**src/rtl/cell_write_arbiter.sv**
```systemverilog
// Write-port arbiter for the character-cell buffer: two requesters with
// round-robin tie-break, commits only during vertical blanking, plus a
// full-buffer clear sequence that overrides both requesters.
module cell_write_arbiter #(
    parameter int unsigned CELL_HORIZONTAL_LENGHT = 52,
    parameter int unsigned CELL_VERTICAL_LENGHT   = 40,
    parameter int unsigned ADDR_W                 = 12,
    parameter int unsigned DATA_W                 = 8,
    parameter int unsigned CLEAR_VALUE            = 0
) (
    input  logic              CLK_IN,
    input  logic              RST,
    input  logic              i_vblank,
    input  logic              i_req0,
    input  logic [ADDR_W-1:0] i_addr0,
    input  logic [DATA_W-1:0] i_data0,
    output logic              o_ack0,
    input  logic              i_req1,
    input  logic [ADDR_W-1:0] i_addr1,
    input  logic [DATA_W-1:0] i_data1,
    output logic              o_ack1,
    input  logic              i_clear,
    output logic              o_clear_done,
    output logic              o_busy,
    output logic              o_err,
    output logic              o_we,
    output logic [ADDR_W-1:0] o_waddr,
    output logic [DATA_W-1:0] o_wdata
);

    localparam int unsigned       CELLS     = CELL_HORIZONTAL_LENGHT * CELL_VERTICAL_LENGHT;
    localparam logic [ADDR_W-1:0] LAST_ADDR = ADDR_W'(CELLS - 1);
    localparam logic [DATA_W-1:0] CLR_DATA  = DATA_W'(CLEAR_VALUE);

    // DONE is the single cycle in which the last clear write is visible on
    // o_we; it issues o_clear_done and drops the pending flag on exit.
    typedef enum logic [1:0] {
        IDLE  = 2'd0,
        CLEAR = 2'd1,
        PAUSE = 2'd2,
        DONE  = 2'd3
    } state_t;

    state_t            state, state_n;
    logic              clr_pend, clr_pend_n;
    logic              rr_last, rr_last_n;     // 1: port 1 was granted last
    logic [ADDR_W-1:0] clr_addr, clr_addr_n;
    logic              we_n, ack0_n, ack1_n, err_n, done_n;
    logic [ADDR_W-1:0] waddr_n;
    logic [DATA_W-1:0] wdata_n;

    logic elig0, elig1, gnt1, bad0, bad1;

    // A port acked this cycle sits out one cycle so a held request is not written twice.
    assign elig0 = i_req0 & ~o_ack0;
    assign elig1 = i_req1 & ~o_ack1;
    assign gnt1  = elig1 & (~elig0 | ~rr_last);
    assign bad0  = 32'(i_addr0) >= CELLS;
    assign bad1  = 32'(i_addr1) >= CELLS;
    assign o_busy = clr_pend;

    // Next-state, arbitration and clear sequencing.
    always_comb begin
        state_n    = state;
        clr_pend_n = clr_pend;
        rr_last_n  = rr_last;
        clr_addr_n = clr_addr;
        we_n       = 1'b0;
        waddr_n    = o_waddr;
        wdata_n    = o_wdata;
        ack0_n     = 1'b0;
        ack1_n     = 1'b0;
        err_n      = 1'b0;
        done_n     = 1'b0;

        if (i_clear && !clr_pend) begin
            clr_pend_n = 1'b1;
            clr_addr_n = '0;
        end

        case (state)
            IDLE: begin
                if (clr_pend) begin
                    if (i_vblank) state_n = CLEAR;
                end else if (i_vblank && (elig0 || elig1)) begin
                    if (gnt1) begin
                        ack1_n    = 1'b1;
                        rr_last_n = 1'b1;
                        if (bad1) begin
                            err_n = 1'b1;
                        end else begin
                            we_n    = 1'b1;
                            waddr_n = i_addr1;
                            wdata_n = i_data1;
                        end
                    end else begin
                        ack0_n    = 1'b1;
                        rr_last_n = 1'b0;
                        if (bad0) begin
                            err_n = 1'b1;
                        end else begin
                            we_n    = 1'b1;
                            waddr_n = i_addr0;
                            wdata_n = i_data0;
                        end
                    end
                end
            end
            CLEAR: begin
                if (!i_vblank) begin
                    state_n = PAUSE;
                end else begin
                    we_n    = 1'b1;
                    waddr_n = clr_addr;
                    wdata_n = CLR_DATA;
                    if (clr_addr == LAST_ADDR) state_n = DONE;
                    else clr_addr_n = clr_addr + ADDR_W'(1);
                end
            end
            PAUSE: begin
                if (i_vblank) state_n = CLEAR;
            end
            DONE: begin
                state_n    = IDLE;
                done_n     = 1'b1;
                clr_pend_n = 1'b0;
            end
            default: state_n = IDLE;
        endcase
    end

    // State and registered outputs.
    always_ff @(posedge CLK_IN or negedge RST) begin
        if (!RST) begin
            state        <= IDLE;
            clr_pend     <= 1'b0;
            rr_last      <= 1'b1;
            clr_addr     <= '0;
            o_we         <= 1'b0;
            o_waddr      <= '0;
            o_wdata      <= '0;
            o_ack0       <= 1'b0;
            o_ack1       <= 1'b0;
            o_err        <= 1'b0;
            o_clear_done <= 1'b0;
        end else begin
            state        <= state_n;
            clr_pend     <= clr_pend_n;
            rr_last      <= rr_last_n;
            clr_addr     <= clr_addr_n;
            o_we         <= we_n;
            o_waddr      <= waddr_n;
            o_wdata      <= wdata_n;
            o_ack0       <= ack0_n;
            o_ack1       <= ack1_n;
            o_err        <= err_n;
            o_clear_done <= done_n;
        end
    end

endmodule
```
**config.mk**
```make
export PLATFORM = sky130hd
export DESIGN_NAME = cell_write_arbiter
export DESIGN_NICKNAME = d
export VERILOG_FILES = /design/src/rtl/cell_write_arbiter.sv
export SDC_FILE = /design/constraint.sdc
export NUM_CORES = 1
export LEC_CHECK = 0
export CORE_MARGIN = 4
export CORE_UTILIZATION = 49
export DETAILED_ROUTE_END_ITERATION = 12
export HOLD_SLACK_MARGIN = 0.03
export PLACE_DENSITY = 0.95
export SLEW_MARGIN = 0
export SYNTH_ARGS = -nofsm -noshare
export SYNTH_HDL_FRONTEND = slang
export SYNTH_SLANG_ARGS = --single-unit
```
**constraint.sdc**
```tcl
create_clock -name CLK_IN -period 5.3 [get_ports CLK_IN]
set_clock_uncertainty 0.1 [all_clocks]
set_input_delay 1.06 -clock CLK_IN [delete_from_list [all_inputs] [get_ports CLK_IN]]
set_output_delay 1.06 -clock CLK_IN [all_outputs]
set_load 0.005 [all_outputs]
```
==> impl_metrics.tcl, run 1 <==
set metrics [dict create \
    outcome "complete, no violations" \
    synth-seq-area-share_pct 47.3 \
    top_usage_layer "met2" \
    vias_per_cell 5.70 \
    cts_sinks 41 \
    path_max_fanout 20 \
    cts_made_buffers 5 \
    clk_latency_ns 0.30 \
    nNetsFinal 329 \
    coreArea_sq_um 4140 \
    use_met2_pct 34.0 \
    syn_nets 258 \
    stdcell_count 333 \
    fillers 305 \
    synth_cells 211 \
    cts_hold_buffers 0 \
    synth.most_common_cell "dfrtp_1" \
    hold_slack_ns 0.411 \
    drc 0 \
    area_delta_synth_final_pct 38.4 \
    async_flop_share_pct 100 \
    hold_path.class "reg2reg" \
    via_count 1898 \
    max_clock_freq_mhz 299 \
    final_cell_area_sq_um 3010 \
    slew_headroom_pct 18.2 \
    peakVddDrop_mv 0.200 \
    grt_usage_pct 21.2 \
    leakage_nw 1.36 \
    synth_mux_area_share_pct 12.9 \
    drive_gt1_share_pct 9.89 \
    synth_area_leader_cell "dfrtp_1" \
    synth_edf_count 0 \
    cts_root_buf "clkbuf_8" \
    synth_warnings 0 \
    cts_tree "done" \
    slew_viol_final 0 \
    setup_viol 0 \
    crit_required_ns 5.42 \
    synth_simple_gate_area_share_pct 18.0 \
    ant_nets 0 \
    p_switching_mw 0.391 \
    clockBufferDepth 2 \
    grt_first_pass_wirelength_microns 8870 \
    post-cts-setup-buffer-count 0 \
    place_congestion 0.862 \
    overflow 0 \
    die_height_microns 74.6 \
    use_met1_pct 27.8 \
    synth_xor_area_share_pct 0.403 \
    synthesis.area_sq_um 2170 \
    die_w_microns 74.6 \
    die_area_sq_um 5560 \
    met3_usage_pct 5.27 \
    place_inst 325 \
    ys_top_cells_by_count "40 x dfrtp_1, 28 x mux2i_1, 24 x nor2_1, 22 x nand2_1, 14 x inv_1" \
    synth_compound_area_share_pct 16.3 \
    antenna_found_initial 0 \
    p_per_area_nw_per_um2 398 \
    ys_ff_latch 41 \
    tns_ns 0 \
    synthAdderAreaFrac_pct 0.576 \
    num_io_pins 72 \
    fin_crit_sh_pct 63.2 \
    crit_type "in2reg" \
    synthTopCellsByArea "dfrtp_1 46%, mux2i_1 13%, a221oi_2 5.5%, nor2_1 4.1%, nand2_1 3.8%" \
    hold_viol 0 \
    crit_arrival_ns 3.47 \
    drtIter0Drc 148 \
    ys_types 43 \
    seqPwrFrac_pct 40.0 \
    cts-resized-gates 0 \
    p_clk_share_pct 19.1 \
    fin_crit_ns 3.35 \
    rsz0062_at_grt "no" \
    p_int_mw 0.804 \
    h-tree-depth 2 \
    dp_hpwl_microns 4100 \
    yosysTopAreaCellShare_pct 46.1 \
    clkTransAtPathRegs_ns 0.08 \
    totalWireLength_microns 5570 \
    placed_cell_area_sq_um 2900 \
    drv_cap 0 \
    drt_first_pass_iters 4 \
    pre_cts_slack_ns 1.60 \
    initial_core_util_pct 52.4 \
    grt_max_degree 42 \
    wl_per_cell_microns 16.7 \
    fin_ws_ns 1.95 \
    syn_avg_cell_area_sq_um 10.3 \
    worst-slew-pin-transition_ns 1.22 \
    dominantRegCellSynth "dfrtp_1" \
    start_kind "input pin" \
    rows 23 \
    combPwrFrac_pct 40.9 \
    num_antenna_cells 0 \
    synth_top_family_by_area "simple AND/OR/NAND/NOR gates" \
    sw_frac_of_total_pct 32.7 \
    portBuffers 71 \
    grt_pass1_vias 1843 \
    crit_path_end_kind "flop" \
]
==> power groups by stage <==
| stage | logic (mW) | clock network, mW | registers (mW) |
|---|---|---|---|
| 2_1_floorplan | 0.241 | 0 | 0.477 |
| 3_3_place_gp | 0.472 | 0 | 0.472 |
| 3_5_place_dp | 0.489 | 0 | 0.480 |
| 4_1_cts | 0.493 | 0.232 | 0.477 |
| 5_1_grt | 0.531 | 0.242 | 0.490 |
| 6_report | 0.489 | 0.228 | 0.478 |
==> critical path, cell delays in order <==
cell and delay (ns):
clkdlybuf4s50_1 0.45, nor2b_1 0.29, a21boi_1 0.14, a22oi_2 0.23
nor2b_2 1.01, mux2i_1 0.29
==> cells in the final DEF (no fill, tap or decap), types with 2 or more instances in the layout <==
cell             synthesis  final
clkdlybuf4s50_1          0     70
dfrtp_1                 40     40
mux2i_1                 28     28
nor2_1                  24     24
nand2_1                 22     22
inv_1                   14     14
o21ai_0                 11     11
a221oi_2                 8      8
nand3_1                  7      7
clkbuf_8                 0      7
and3_1                   4      4
nor2b_1                  4      3
and2_1                   3      3
a221oi_1                 3      3
nand4_1                  2      2
nand2b_1                 2      2
nor3_1                   2      2
a22o_1                   2      2
a31oi_1                  2      2
o31ai_1                  2      2
a21o_1                   2      2
o22ai_1                  2      2
==> cell families after synthesis <==
| group | Yosys count |
|---|---|
| AOI/OAI and AO/OA | 40 |
| xor gates and xnor gates | 1 |
| adders and majority gates | 1 |
| buffers and inverters | 22 |
| DFF | 41 |
| muxes | 28 |
| and+or+nand+nor | 78 |
==> layer usage <==
metal	vias to the layer above	part of all wire (%)
met5	-	0
met4	0	2.0
met3	10	7.0
met2	70	51
met1	913	40
li1	905	-
==> worst paths after layout <==
kind | start | to | slack, ns | cells after the start
min in group asynchronous | RST | o_ack1 | 0.78 | 1
max | i_req1 | o_wdata[0] | 1.95 | 6
max reg2reg | rr_last | o_wdata[0] | 2.74 | 5
min reg2reg | clr_addr[11] | clr_addr[11] | 0.41 | 1
max in group asynchronous | RST | o_wdata[1] | 3.75 | 1
min | clr_addr[11] | clr_addr[11] | 0.41 | 1
==> cell type report <==
cell class	count	area, sq um	share of cell area, %
tap	50	62.6	2.08
multi-input combinational	148	1050	34.9
sequential	41	1030	34.2
inverter	14	52.6	1.75
timing repair buffer	72	713	23.7
clock buffer	7	96.3	3.21
clock inverter	1	5.00	0.167
==> through the flow <==
step / power (mW) / utilization (%)
6_report: 1.19 / 72.5
5_1_grt: 1.26 / 72.5
4_1_cts: 1.20 / 72.5
3_5_place_dp: 0.970 / 70.1
3_3_place_gp: 0.945 / 70.1
2_1_floorplan: 0.718 / -
==> state kept, by name, summed over array words and instances (netlist names) <==
| register | count |
|---|---|
| o_we | 1 |
| o_busy | 1 |
| o_ack1 | 1 |
| o_wdata | 8 |
| o_err | 1 |
| rr_last | 1 |
| o_ack0 | 1 |
| o_waddr | 12 |
| clr_addr | 12 |
| state | 2 |
| o_clear_done | 1 |
No activity file was read; power rests on OpenSTA's default activity.
==> run 2: changes to the inputs <==
--- a/config.mk
+++ b/config.mk
@@ -6,10 +6,10 @@
 export NUM_CORES = 1
 export LEC_CHECK = 0
 export CORE_MARGIN = 4
-export CORE_UTILIZATION = 49
+export CORE_UTILIZATION = 41
 export DETAILED_ROUTE_END_ITERATION = 12
 export HOLD_SLACK_MARGIN = 0.03
-export PLACE_DENSITY = 0.95
+export PLACE_DENSITY = 0.88
 export SLEW_MARGIN = 0
 export SYNTH_ARGS = -nofsm -noshare
 export SYNTH_HDL_FRONTEND = slang
==> constraint.sdc (replaced) <==
create_clock -name CLK_IN -period 2.9 [get_ports CLK_IN]
set_clock_uncertainty 0.1 [all_clocks]
set_input_delay 0.58 -clock CLK_IN [delete_from_list [all_inputs] [get_ports CLK_IN]]
set_output_delay 0.58 -clock CLK_IN [all_outputs]
set_load 0.005 [all_outputs]
==> impl_metrics.tcl, run 2 (synthesis gave the netlist of run 1 again) <==
set metrics [dict create \
    crit_arrival_ns 2.41 \
    rows 26 \
    cts_hold_buffers 0 \
    clockBufferDepth 2 \
    clkTransAtPathRegs_ns 0.09 \
    antenna_found_initial 0 \
    post-cts-setup-buffer-count 0 \
    final_cell_mix "70 x clkdlybuf4s50_1, 40 x dfrtp_1, 28 x mux2i_1" \
    place_congestion 0.825 \
    die_height_microns 80.8 \
    num_io_pins 72 \
    fin_crit_ns 2.32 \
    cts_tree "done" \
    fillers 433 \
    hold_viol 0 \
    crit_chain "clkdlybuf4s50_1, nor2b_1, a21boi_1, a22oi_2, a41oi_2, buf_4, a221oi_1" \
    path_max_fanout 12 \
    coreArea_sq_um 5110 \
    cts_sinks 41 \
    drc 0 \
    final_cell_area_sq_um 3060 \
    drive_gt1_share_pct 11.1 \
    grt_pass1_vias 1811 \
    grt_max_degree 42 \
    cpMaxStageDelayCell "clkdlybuf4s50_1" \
    r2r_cells 6 \
    drv_cap 0 \
    placed_cell_area_sq_um 2980 \
    grt_first_pass_wirelength_microns 8380 \
    max_stage_delay_ns 0.45 \
    overflow 0 \
    final_common_cell "clkdlybuf4s50_1" \
    p_per_area_nw_per_um2 695 \
    worst-slew-pin-transition_ns 0.898 \
    crit_required_ns 2.99 \
    hold_path.class "in2async" \
    clk_latency_ns 0.30 \
    top_regs "clr_addr (12), o_waddr (12), o_wdata (8)" \
    cts_made_buffers 5 \
    nNetsFinal 334 \
    fin_crit_sh_pct 79.9 \
    leakage_nw 1.37 \
    h-tree-depth 2 \
    crit_path_end_kind "flop" \
    num_antenna_cells 0 \
    portBuffers 71 \
    tns_ns 0 \
    slew_viol_final 0 \
    initial_core_util_pct 42.5 \
    totalWireLength_microns 5280 \
    drt_first_pass_iters 4 \
    dp_hpwl_microns 3970 \
    area_delta_synth_final_pct 41.0 \
    p_clk_share_pct 17.3 \
    sw_frac_of_total_pct 32.6 \
    combPwrFrac_pct 42.0 \
    ant_nets 0 \
    peakVddDrop_mv 0.326 \
    die_area_sq_um 6520 \
    start_kind "input pin" \
    seqPwrFrac_pct 40.7 \
    cts_root_buf "clkbuf_8" \
    setup_viol 0 \
    p_switching_mw 0.693 \
    vias_per_cell 5.20 \
    grt_usage_pct 16.4 \
    drtIter0Drc 95 \
    wl_per_cell_microns 14.7 \
    cts-resized-gates 0 \
    slew_headroom_pct 40.1 \
    multi_input_area_sq_um 1050 \
    p_int_mw 1.43 \
    outcome "complete, no violations" \
    regArea_sq_um 1030 \
    via_count 1863 \
    crit_type "in2reg" \
    max_clock_freq_mhz 432 \
    die_w_microns 80.8 \
    rsz0062_at_grt "no" \
]
run 2: cell count changes in the layout (fill, tap and decap cells not counted), sizes merged:
cell    before  now
clkbuf       7    6
buf          2    7
clkinv       1    2
run 2: power by group through the flow:
stage               Combinational (mW)  Sequential (mW)  Clock, mW
floorplan                        0.441            0.872          0
detailed placement               0.901            0.874          0
global route                     0.975            0.888      0.399
global placement                 0.877            0.866          0
finish                           0.894            0.865      0.368
CTS                              0.905            0.864      0.373
run 2: path summary, 6_finish.rpt:
kind | slack (ns) | start | end
min | 0.30 | RST | o_err
min in group CLK_IN | 0.41 | clr_addr[11] | clr_addr[11]
max | 0.58 | i_req1 | o_waddr[7]
max reg2reg | 0.92 | rr_last | o_waddr[7]
max in group asynchronous | 1.83 | RST | clr_addr[7]
min reg2reg | 0.41 | clr_addr[11] | clr_addr[11]
run 2: worst max-delay path, delay by kind of cell:
family	cells	cell delay [ns]
AOI/OAI and AO/OA	4	0.86
and+or+nand+nor	1	0.29
buffers and inverters	2	0.67
run 2: final cells by class:
| cell class | count | area share [%] |
|---|---|---|
| flip-flops and latches | 41 | 33.6 |
| well taps | 70 | 2.86 |
| multi-input cells | 148 | 34.2 |
| inverters | 14 | 1.72 |
| repair buffers | 77 | 24.9 |
| clock inverters | 2 | 0.327 |
| clock buffers | 6 | 2.37 |
run 2: per-stage QoR:
| step | cells | utilization [%] | setup WS (ns) | power, mW | hold WS [ns] |
|---|---|---|---|---|---|
| finish | 358 | 59.9 | 0.583 | 2.13 | 0.305 |
| detailed placement | 350 | 58.3 | 0.265 | 1.77 | 0.412 |
| floorplan | 211 | - | 0.981 | 1.31 | 0.184 |
| global route | 358 | 59.9 | 0.447 | 2.26 | 0.388 |
| CTS | 358 | 59.9 | 0.566 | 2.14 | 0.338 |
| global placement | 350 | 58.3 | 0.405 | 1.74 | 0.401 |
run 2: metal layers:
layer / vias up / wire, microns / track usage [%]
met5: - / 0 / 0
met4: 0 / 63 / 5.57
met3: 7 / 321 / 3.55
met2: 56 / 2590 / 27.7
met1: 887 / 2310 / 20.9
li1: 913 / - / -
